$ cat config.mk
export PLATFORM = sky130hd
export DESIGN_NAME = adc_pair_sample_scheduler
export DESIGN_NICKNAME = d
export VERILOG_FILES = /design/src/rtl/adc_pair_sample_scheduler_pkg.sv /design/src/rtl/adc_pair_sample_scheduler_offset.sv /design/src/rtl/adc_pair_sample_scheduler.sv
export SDC_FILE = /design/constraint.sdc
export NUM_CORES = 1
export LEC_CHECK = 0
export CAP_MARGIN = 20
export CORE_ASPECT_RATIO = 0.7
export CORE_UTILIZATION = 54
export CTS_CLUSTER_DIAMETER = 80
export DETAILED_ROUTE_END_ITERATION = 8
export GPL_TIMING_DRIVEN = 0
export PLACE_DENSITY_LB_ADDON = 0.08
export SETUP_SLACK_MARGIN = 0.5
export SLEW_MARGIN = 0
export SYNTH_ARGS = -nofsm -noshare
export SYNTH_HDL_FRONTEND = slang
export SYNTH_SLANG_ARGS = --single-unit
export TNS_END_PERCENT = 20
$ cat constraint.sdc
create_clock -name clk -period 3.1 [get_ports clk]
set_clock_uncertainty 0.1 [all_clocks]
set_input_delay 0.62 -clock clk [delete_from_list [all_inputs] [get_ports clk]]
set_output_delay 0.62 -clock clk [all_outputs]
set_load 0.05 [all_outputs]
$ cat src/rtl/adc_pair_sample_scheduler_pkg.sv
// Shared types and constants for the ADC pair sample scheduler.
// Sample widths vary per instance, so the width-dependent constants are helper functions.
package adc_pair_sample_scheduler_pkg;

    typedef enum logic [2:0] {
        IDLE   = 3'd0,
        WAIT   = 3'd1,
        SEND_A = 3'd2,
        SEND_B = 3'd3,
        DONE   = 3'd4
    } state_t;

    localparam logic CH_A = 1'b0;
    localparam logic CH_B = 1'b1;

    // Offset-binary midscale, 2^(n-1).
    function automatic logic [31:0] midscale(input int unsigned n);
        return 32'd1 << (n - 1);
    endfunction

    // Symmetric minimum {1,0..0,1}; raw code 0 maps here instead of to -2^(n-1).
    function automatic logic [31:0] sym_min(input int unsigned n);
        return midscale(n) | 32'd1;
    endfunction

endpackage

$ cat src/rtl/adc_pair_sample_scheduler_offset.sv
// Converts an offset-binary ADC code to two's complement.
// Raw code 0 is clamped so that the signed range stays symmetric.
module adc_offset_to_twos
    import adc_pair_sample_scheduler_pkg::*;
#(
    parameter int N = 14
) (
    input  logic [N-1:0] raw,
    output logic [N-1:0] conv
);

    localparam logic [N-1:0] MID = N'(midscale(N));
    localparam logic [N-1:0] SYM = N'(sym_min(N));

    always_comb begin
        conv = (raw == '0) ? SYM : raw - MID;
    end

endmodule

$ cat src/rtl/adc_pair_sample_scheduler.sv
// Captures decimated A/B ADC pairs and serialises them, A first, onto one valid/ready stream.
// Pairs are sent in bursts or continuously, and selected pairs are dropped and counted while the consumer stalls.
module adc_pair_sample_scheduler
    import adc_pair_sample_scheduler_pkg::*;
#(
    parameter int N     = 14,
    parameter int DEC_W = 8,
    parameter int LEN_W = 16,
    parameter int OVR_W = 8
) (
    input  logic             clk,
    input  logic             rst_n,
    input  logic             enable,
    input  logic [DEC_W-1:0] dec_ratio,
    input  logic [LEN_W-1:0] burst_len,
    input  logic [N-1:0]     adc_a,
    input  logic [N-1:0]     adc_b,
    input  logic             adc_valid,
    output logic [N-1:0]     out_data,
    output logic             out_chan,
    output logic             out_valid,
    input  logic             out_ready,
    output logic             busy,
    output logic             done,
    output logic [OVR_W-1:0] overrun_cnt
);

    // state  | meaning
    // IDLE   | stopped, waiting for enable
    // WAIT   | running, waiting for a selected sample
    // SEND_A | presenting held A sample
    // SEND_B | presenting held B sample
    // DONE   | burst finished, waiting for enable to drop

    state_t           state_q, state_d;
    logic [DEC_W-1:0] dec_ratio_q, dec_cnt_q, dec_inc, dec_next;
    logic [LEN_W-1:0] burst_len_q, pair_cnt_q, pair_inc;
    logic [N-1:0]     hold_a_q, hold_b_q, conv_a, conv_b;
    logic [OVR_W-1:0] ovr_q;

    logic sending, selected, start, capture, dec_adv, overrun, pair_xfer, last_pair;

    adc_offset_to_twos #(.N(N)) u_conv_a (.raw(adc_a), .conv(conv_a));
    adc_offset_to_twos #(.N(N)) u_conv_b (.raw(adc_b), .conv(conv_b));

    always_comb begin
        sending   = (state_q == SEND_A) || (state_q == SEND_B);
        selected  = adc_valid && (dec_cnt_q == '0);
        start     = (state_q == IDLE) && enable;
        capture   = (state_q == WAIT) && enable && selected;
        dec_adv   = adc_valid && (((state_q == WAIT) && enable) || sending);
        overrun   = sending && selected;
        pair_xfer = (state_q == SEND_B) && out_ready;
        dec_inc   = dec_cnt_q + 1'b1;
        dec_next  = (dec_inc >= dec_ratio_q) ? '0 : dec_inc;
        pair_inc  = pair_cnt_q + 1'b1;
        last_pair = (burst_len_q != '0) && (pair_inc == burst_len_q);
    end

    always_comb begin
        state_d   = state_q;
        done      = 1'b0;
        out_valid = sending;
        out_chan  = (state_q == SEND_B) ? CH_B : CH_A;
        out_data  = '0;
        busy      = (state_q == WAIT) || sending;
        case (state_q)
            IDLE: begin
                if (enable) state_d = WAIT;
            end
            WAIT: begin
                if (!enable)       state_d = IDLE;
                else if (selected) state_d = SEND_A;
            end
            SEND_A: begin
                out_data = hold_a_q;
                if (out_ready) state_d = SEND_B;
            end
            SEND_B: begin
                out_data = hold_b_q;
                if (out_ready) begin
                    if (last_pair) begin
                        done    = 1'b1;
                        state_d = DONE;
                    end else if (!enable) begin
                        state_d = IDLE;
                    end else begin
                        state_d = WAIT;
                    end
                end
            end
            DONE: begin
                if (!enable) state_d = IDLE;
            end
            default: state_d = IDLE;
        endcase
    end

    always_ff @(posedge clk or negedge rst_n) begin
        if (!rst_n) begin
            state_q     <= IDLE;
            dec_ratio_q <= '0;
            burst_len_q <= '0;
            dec_cnt_q   <= '0;
            pair_cnt_q  <= '0;
            hold_a_q    <= '0;
            hold_b_q    <= '0;
            ovr_q       <= '0;
        end else begin
            state_q <= state_d;
            if (start) begin
                dec_ratio_q <= (dec_ratio == '0) ? DEC_W'(1) : dec_ratio;
                burst_len_q <= burst_len;
                dec_cnt_q   <= '0;
                pair_cnt_q  <= '0;
                ovr_q       <= '0;
            end else begin
                if (dec_adv) dec_cnt_q <= dec_next;
                if (capture) begin
                    hold_a_q <= conv_a;
                    hold_b_q <= conv_b;
                end
                if (overrun && (ovr_q != '1)) ovr_q <= ovr_q + 1'b1;
                if (pair_xfer) pair_cnt_q <= pair_inc;
            end
        end
    end

    assign overrun_cnt = ovr_q;

endmodule

==> flow_metrics.py, run 1 <==
metrics = {
    "cells_and_area": {
        "finalNetCount": 675,
        "diodes": 0,
        "drive_gt1_share_pct": 25.7,
        "design_area_um2": 6580,
        "area_delta_synth_final_pct": 35.1,
    },
    "global_route": {
        "antenna_found_initial": 0,
        "use_met2_pct": 44.6,
        "grt.overflow.total": 0,
        "grt_pass1_vias": 4118,
        "grt_pass1_wl_um": 21000,
        "grt.busiest_layer": "met2",
        "grt.total_usage_pct": 30.2,
        "gr-usage-met3_pct": 7.97,
        "grt_util_met1_pct": 43.3,
        "grt_max_degree": 50,
    },
    "drt": {
        "wl_per_cell_um": 18.1,
        "initialDrtViolationCount": 308,
        "vias": 4344,
        "drt_first_pass_iters": 5,
        "wl_um": 13200,
        "via_per_inst": 5.94,
        "ant_nets": 0,
        "drcViolationCount": 0,
    },
    "setup_path": {
        "crit_start": "pair_cnt_q[11]",
        "cp_cell_sequence": "buf_8, xnor2_1, a21oi_1, o21ai_0, nand4_1, or4_4, nor2_4, buf_6",
        "start_kind": "flop",
        "path_class": "flop to output pin",
        "worstPathMaxFanout": 8,
        "cp_slowest_cell": "or4_4",
        "cp.required_ns": 2.38,
        "r2r_start": "dec_cnt_q[0]",
        "arrival_ns": 2.64,
        "slowest_delay_ns": 0.57,
        "end_kind": "output pin",
    },
    "flow_run": {
        "maxCapViolations": 0,
    },
    "logic_synthesis": {
        "synth_cell_types": 54,
        "yosysWarnings": 0,
        "ys.flop_type": "dfrtp_1",
        "synth_common_cells": "87 x dfrtp_1, 48 x nor2_1, 39 x mux2_2",
        "syn_area_per_cell_um2": 9.86,
        "synth_top_area_share_pct": 44.7,
        "synthesis.area_um2": 4870,
        "synth_fp_nets": 563,
        "synthMostInstantiatedCell": "dfrtp_1",
        "yosysTopAreaCell": "dfrtp_1",
        "async_flop_share_pct": 100,
        "yosys_register_bits": 87,
        "synth_area_leaders": "dfrtp_1 45%, mux2_2 9.0%, mux2i_1 3.9%, o21ai_0 3.8%, nor2_1 3.7%",
        "syn_inst": 494,
        "synth-edff-count": 0,
        "ys_seq_area_share_pct": 44.7,
    },
    "power": {
        "total_power_mw": 5.38,
        "cellLeakagePower_nw": 2.86,
        "irDropWorstVdd_mv": 0.501,
        "p_per_area_nw_per_um2": 819,
    },
    "clock_network": {
        "cts_buffers": 9,
        "clock_sinks": 87,
        "cts-root-buf": "clkbuf_16",
        "cts_tree": "yes",
        "h-tree-depth": 3,
        "cts.reportedPaths.clkPinSlew_ns": 0.06,
        "cts_hold_buffers": 0,
        "clk-insertion-delay-late_ns": 0.34,
        "clockBufferDepth": 2,
    },
    "timing": {
        "setup_viol": 1,
        "drv_slew": 0,
        "worstMarginPinSlew_ns": 0.728,
        "period_share_pct": 108,
        "hold_violations": 0,
        "max_clock_freq_ghz": 0.297,
        "relSlewSlack_pct": 51.5,
        "rsz0062_at_grt": "yes",
        "fin_ws_ns": -0.262,
        "timing.hold.ws_ns": 0.150,
        "fin_setup_tns_ns": -0.262,
        "timing.final.crit_period_ns": 3.36,
    },
    "floorplan": {
        "ios": 83,
        "start_util_pct": 56.7,
        "die_width_um": 115,
        "dieArea_um2": 9410,
        "die-height_um": 81.4,
        "core_area_um2": 8580,
        "num_rows": 28,
    },
    "place": {
        "gp_congestion": 0.942,
        "hpwl_um": 9540,
        "portBuffers": 81,
        "placed_area_um2": 5980,
    },
    "worst_hold_path": {
        "min_path_type": "primary input to async pin",
    },
    "outcome": {
        "violations": "setup timing",
        "status": "finished with violations",
    },
}
==> cell families after synthesis <==
kind of cell,share of synthesized area (%)
AND/OR/NAND/NOR,18.4
adder cells (fa/ha/maj),3.08
buffers and inverters,3.52
XOR/XNOR,4.86
multiplexers,12.9
flip-flops,44.7
AO/OA/AOI/OAI,12.5
==> flip-flops by register name, summed over array words and instances (netlist names) <==
register	flops
state_q	3
hold_b_q	14
dec_cnt_q	8
hold_a_q	14
burst_len_q	16
pair_cnt_q	16
overrun_cnt	8
dec_ratio_q	8
==> cell usage in the layout (no fill, tap or decap), types with 4 or more instances in the layout <==
master / count
nand4_1: 7
a21o_1: 4
xor2_1: 11
o41ai_1: 4
dfrtp_1: 77
xnor2_1: 14
o31ai_1: 4
nor3_1: 6
dfrtp_2: 10
and3_4: 7
nor2_1: 44
buf_2: 6
clkbuf_2: 7
mux2_2: 39
nand3_1: 12
nand2_1: 36
clkbuf_16: 9
a21oi_1: 19
ha_1: 10
a31oi_1: 7
and3_1: 4
mux2i_1: 19
nor2b_1: 4
buf_4: 25
nand2b_1: 8
clkdlybuf4s50_1: 62
nor4_1: 13
o21ai_0: 36
buf_6: 12
inv_1: 16
clkbuf_1: 9
==> repair_timing <==
action,4_1_cts,5_1_grt
endpoints found under the setup margin,47,63
resized for setup,114,42
pin swaps,21,7
setup buffers,14,5
==> per-stage QoR <==
stage | cells | utilization, % | setup slack (ns)
detailed placement | 696 | 69.7 | -0.666
global route | 731 | 76.6 | -0.368
global placement | 695 | 69.4 | -2.12
finish | 731 | 76.6 | -0.262
floorplan | 494 | - | 0.235
CTS | 726 | 75.5 | -0.235
==> metal layers <==
layer	routed length, µm	share of wire (%)	up-vias
li1	-	-	2002
met1	6190	47	2151
met2	5790	44	170
met3	1080	8.1	21
met4	179	1.4	0
met5	0	0	-
==> power breakdown <==
part / total [mW] / internal, mW / switching [mW]
registers: 1.86 / 1.53 / 0.334
clock network: 1.15 / 0.703 / 0.446
logic: 2.37 / 1.03 / 1.34
==> layout make-up <==
| cell class | instances | area (µm²) |
|---|---|---|
| multi-input combinational | 364 | 2710 |
| timing repair buffer | 101 | 977 |
| clock buffer | 10 | 229 |
| sequential | 87 | 2190 |
| inverter | 16 | 60.1 |
| clock inverter | 6 | 85.1 |
| buffer | 27 | 180 |
| fill | 598 | 2010 |
| tap | 120 | 150 |
==> worst max-delay path, delay by kind of cell, from the launching register on <==
| family | cells | cell delay, ns |
|---|---|---|
| buffers and inverters | 2 | 0.31 |
| AND/OR/NAND/NOR | 3 | 0.86 |
| AO/OA/AOI/OAI | 2 | 0.37 |
| flip-flops | 1 | 0.38 |
| XOR/XNOR | 1 | 0.39 |
==> worst paths after layout <==
kind / end / slack, ns / cells after the start
hold reg to reg: hold_a_q[6] / 0.40 / 1
setup reg to reg: dec_cnt_q[2] / 0.56 / 11
min in group clk: hold_a_q[6] / 0.40 / 1
setup / recovery: done / -0.26 / 8
max in group asynchronous: dec_cnt_q[4] / 2.11 / 2
hold / removal: pair_cnt_q[11] / 0.15 / 1
(Power assumes the default switching activity.)
==> run 2: changes to the inputs <==
Settings changed: CORE_MARGIN set to 1.5, SETUP_SLACK_MARGIN 0.5 to unset.
==> run 2 against run 1 <==
The flow still finishes with violations (setup timing). Sequential share of layout area is 0.43 points higher. Register-to-register slack worse by 0.79 ns. Fmax hardly changed. Via count hardly changed. Critical path type unchanged.
==> flow_metrics.py, run 2 (synthesis gave the netlist of run 1 again) <==
metrics = {
    "timing": {
        "timing.hold.ws_ns": 0.0718,
        "rsz0062_at_grt": "yes",
        "fin_ws_ns": -0.262,
        "relSlewSlack_pct": 48.7,
        "timing.final.crit_period_ns": 3.36,
        "setup_viol": 2,
        "hold_violations": 0,
        "worstMarginPinSlew_ns": 0.770,
        "drv_slew": 0,
        "max_clock_freq_ghz": 0.297,
        "period_share_pct": 108,
        "fin_setup_tns_ns": -0.495,
    },
    "drt": {
        "via_per_inst": 5.93,
        "wl_um": 13600,
        "drcViolationCount": 0,
        "initialDrtViolationCount": 303,
        "drt_first_pass_iters": 5,
        "vias": 4347,
        "ant_nets": 0,
        "wl_per_cell_um": 18.5,
    },
    "clock_network": {
        "cts-root-buf": "clkbuf_16",
        "clock_sinks": 87,
        "cts_tree": "yes",
        "cts.reportedPaths.clkPinSlew_ns": 0.06,
        "clk-insertion-delay-late_ns": 0.35,
        "cts_buffers": 9,
        "h-tree-depth": 3,
        "clockBufferDepth": 2,
    },
    "global_route": {
        "grt.overflow.total": 0,
        "grt_pass1_vias": 4276,
        "grt_pass1_wl_um": 21600,
        "grt_max_degree": 65,
        "grt.total_usage_pct": 30.0,
        "antenna_found_initial": 0,
    },
    "setup_path": {
        "path_class": "flop to output pin",
        "worstPathMaxFanout": 5,
        "end_kind": "output pin",
        "arrival_ns": 2.64,
        "cp.required_ns": 2.38,
        "start_kind": "flop",
    },
    "floorplan": {
        "start_util_pct": 56.7,
        "num_rows": 28,
        "die_width_um": 116,
        "ios": 83,
        "dieArea_um2": 9600,
        "core_area_um2": 8580,
        "die-height_um": 82.4,
    },
    "cells_and_area": {
        "diodes": 0,
        "area_delta_synth_final_pct": 33.0,
        "layout_common_cells": "82 x dfrtp_1, 63 x clkdlybuf4s50_1, 47 x nor2_1",
        "drive_gt1_share_pct": 20.4,
        "finalNonFillerCells": 733,
        "finalNetCount": 677,
        "design_area_um2": 6470,
        "largestRegisters": "burst_len_q (16), pair_cnt_q (16)",
        "layout_commonest_cell": "dfrtp_1",
    },
    "place": {
        "dp_cells": 696,
        "placed_area_um2": 5870,
        "portBuffers": 81,
        "hpwl_um": 9490,
        "gp_congestion": 0.940,
    },
    "power": {
        "cellLeakagePower_nw": 2.89,
        "total_power_mw": 5.28,
        "p_per_area_nw_per_um2": 816,
        "irDropWorstVdd_mv": 0.490,
    },
    "flow_run": {
        "maxCapViolations": 0,
    },
    "worst_hold_path": {
        "min_path_type": "primary input to async pin",
    },
    "outcome": {
        "violations": "setup timing",
        "status": "finished with violations",
    },
}
==> run 2: stage by stage <==
stage	util [%]	setup slack, ns
2_1_floorplan	-	0.0551
3_3_place_gp	68.1	-1.82
3_5_place_dp	68.4	-0.935
4_1_cts	74.6	-0.214
5_1_grt	75.4	-0.339
6_report	75.4	-0.262
==> run 2: report_power, final <==
group / switching [mW] / total [mW] / internal (mW) / leakage [nW]
Combinational: 1.32 / 2.28 / 0.964 / 1.64
Sequential: 0.349 / 1.88 / 1.53 / 1.09
Clock: 0.437 / 1.12 / 0.688 / 0.156
Total: 2.10 / 5.28 / 3.18 / 2.89
==> run 2: path summary, 6_finish.rpt <==
kind                                from             to  slack [ns]  cells after the start
max                        pair_cnt_q[0]           done       -0.26                     10
max in group asynchronous          rst_n    hold_a_q[9]        2.21                      2
min in group clk            hold_a_q[13]   hold_a_q[13]        0.39                      2
min                                rst_n  pair_cnt_q[9]        0.07                      1
min reg2reg                 hold_a_q[13]   hold_a_q[13]        0.39                      2
max reg2reg                pair_cnt_q[0]     state_q[0]       -0.23                     18
==> run 2: repair_timing <==
item                                    in CTS  in global routing
buffers inserted                            18                  5
pin swaps                                    8                  9
endpoints found under the setup margin      15                 15
hold buffers                                 0                  0
hold endpoints to repair                     0                  0
resized for setup                           50                 29
==> run 2: worst max-delay path, cell delays in order (launching register included) <==
cell and delay, ns:
dfrtp_2 0.47, ha_4 0.20, buf_4 0.13, buf_4 0.13
o21ai_1 0.08, o22ai_1 0.09, o22ai_1 0.18, nand4_1 0.16
or4_4 0.59, nor2_4 0.10, buf_6 0.16
==> run 2: metal layers <==
layer | GRT usage [%] | vias to the layer above | wire length [µm]
li1 | - | 2010 | -
met1 | 41.5 | 2102 | 6050
met2 | 47.0 | 203 | 6120
met3 | 7.59 | 32 | 1150
met4 | 8.54 | 0 | 236
met5 | 0 | - | 0
==> run 2: area by class of cell <==
cell class              instances  area (µm²)
repair buffers                105         996
well taps                     120         150
inverters                      16        60.1
fillers                       598        2110
clock inverters                 3        40.0
clock buffers                  13         270
multi-input cells             364        2640
flip-flops and latches         87        2180
plain buffers                  25         133
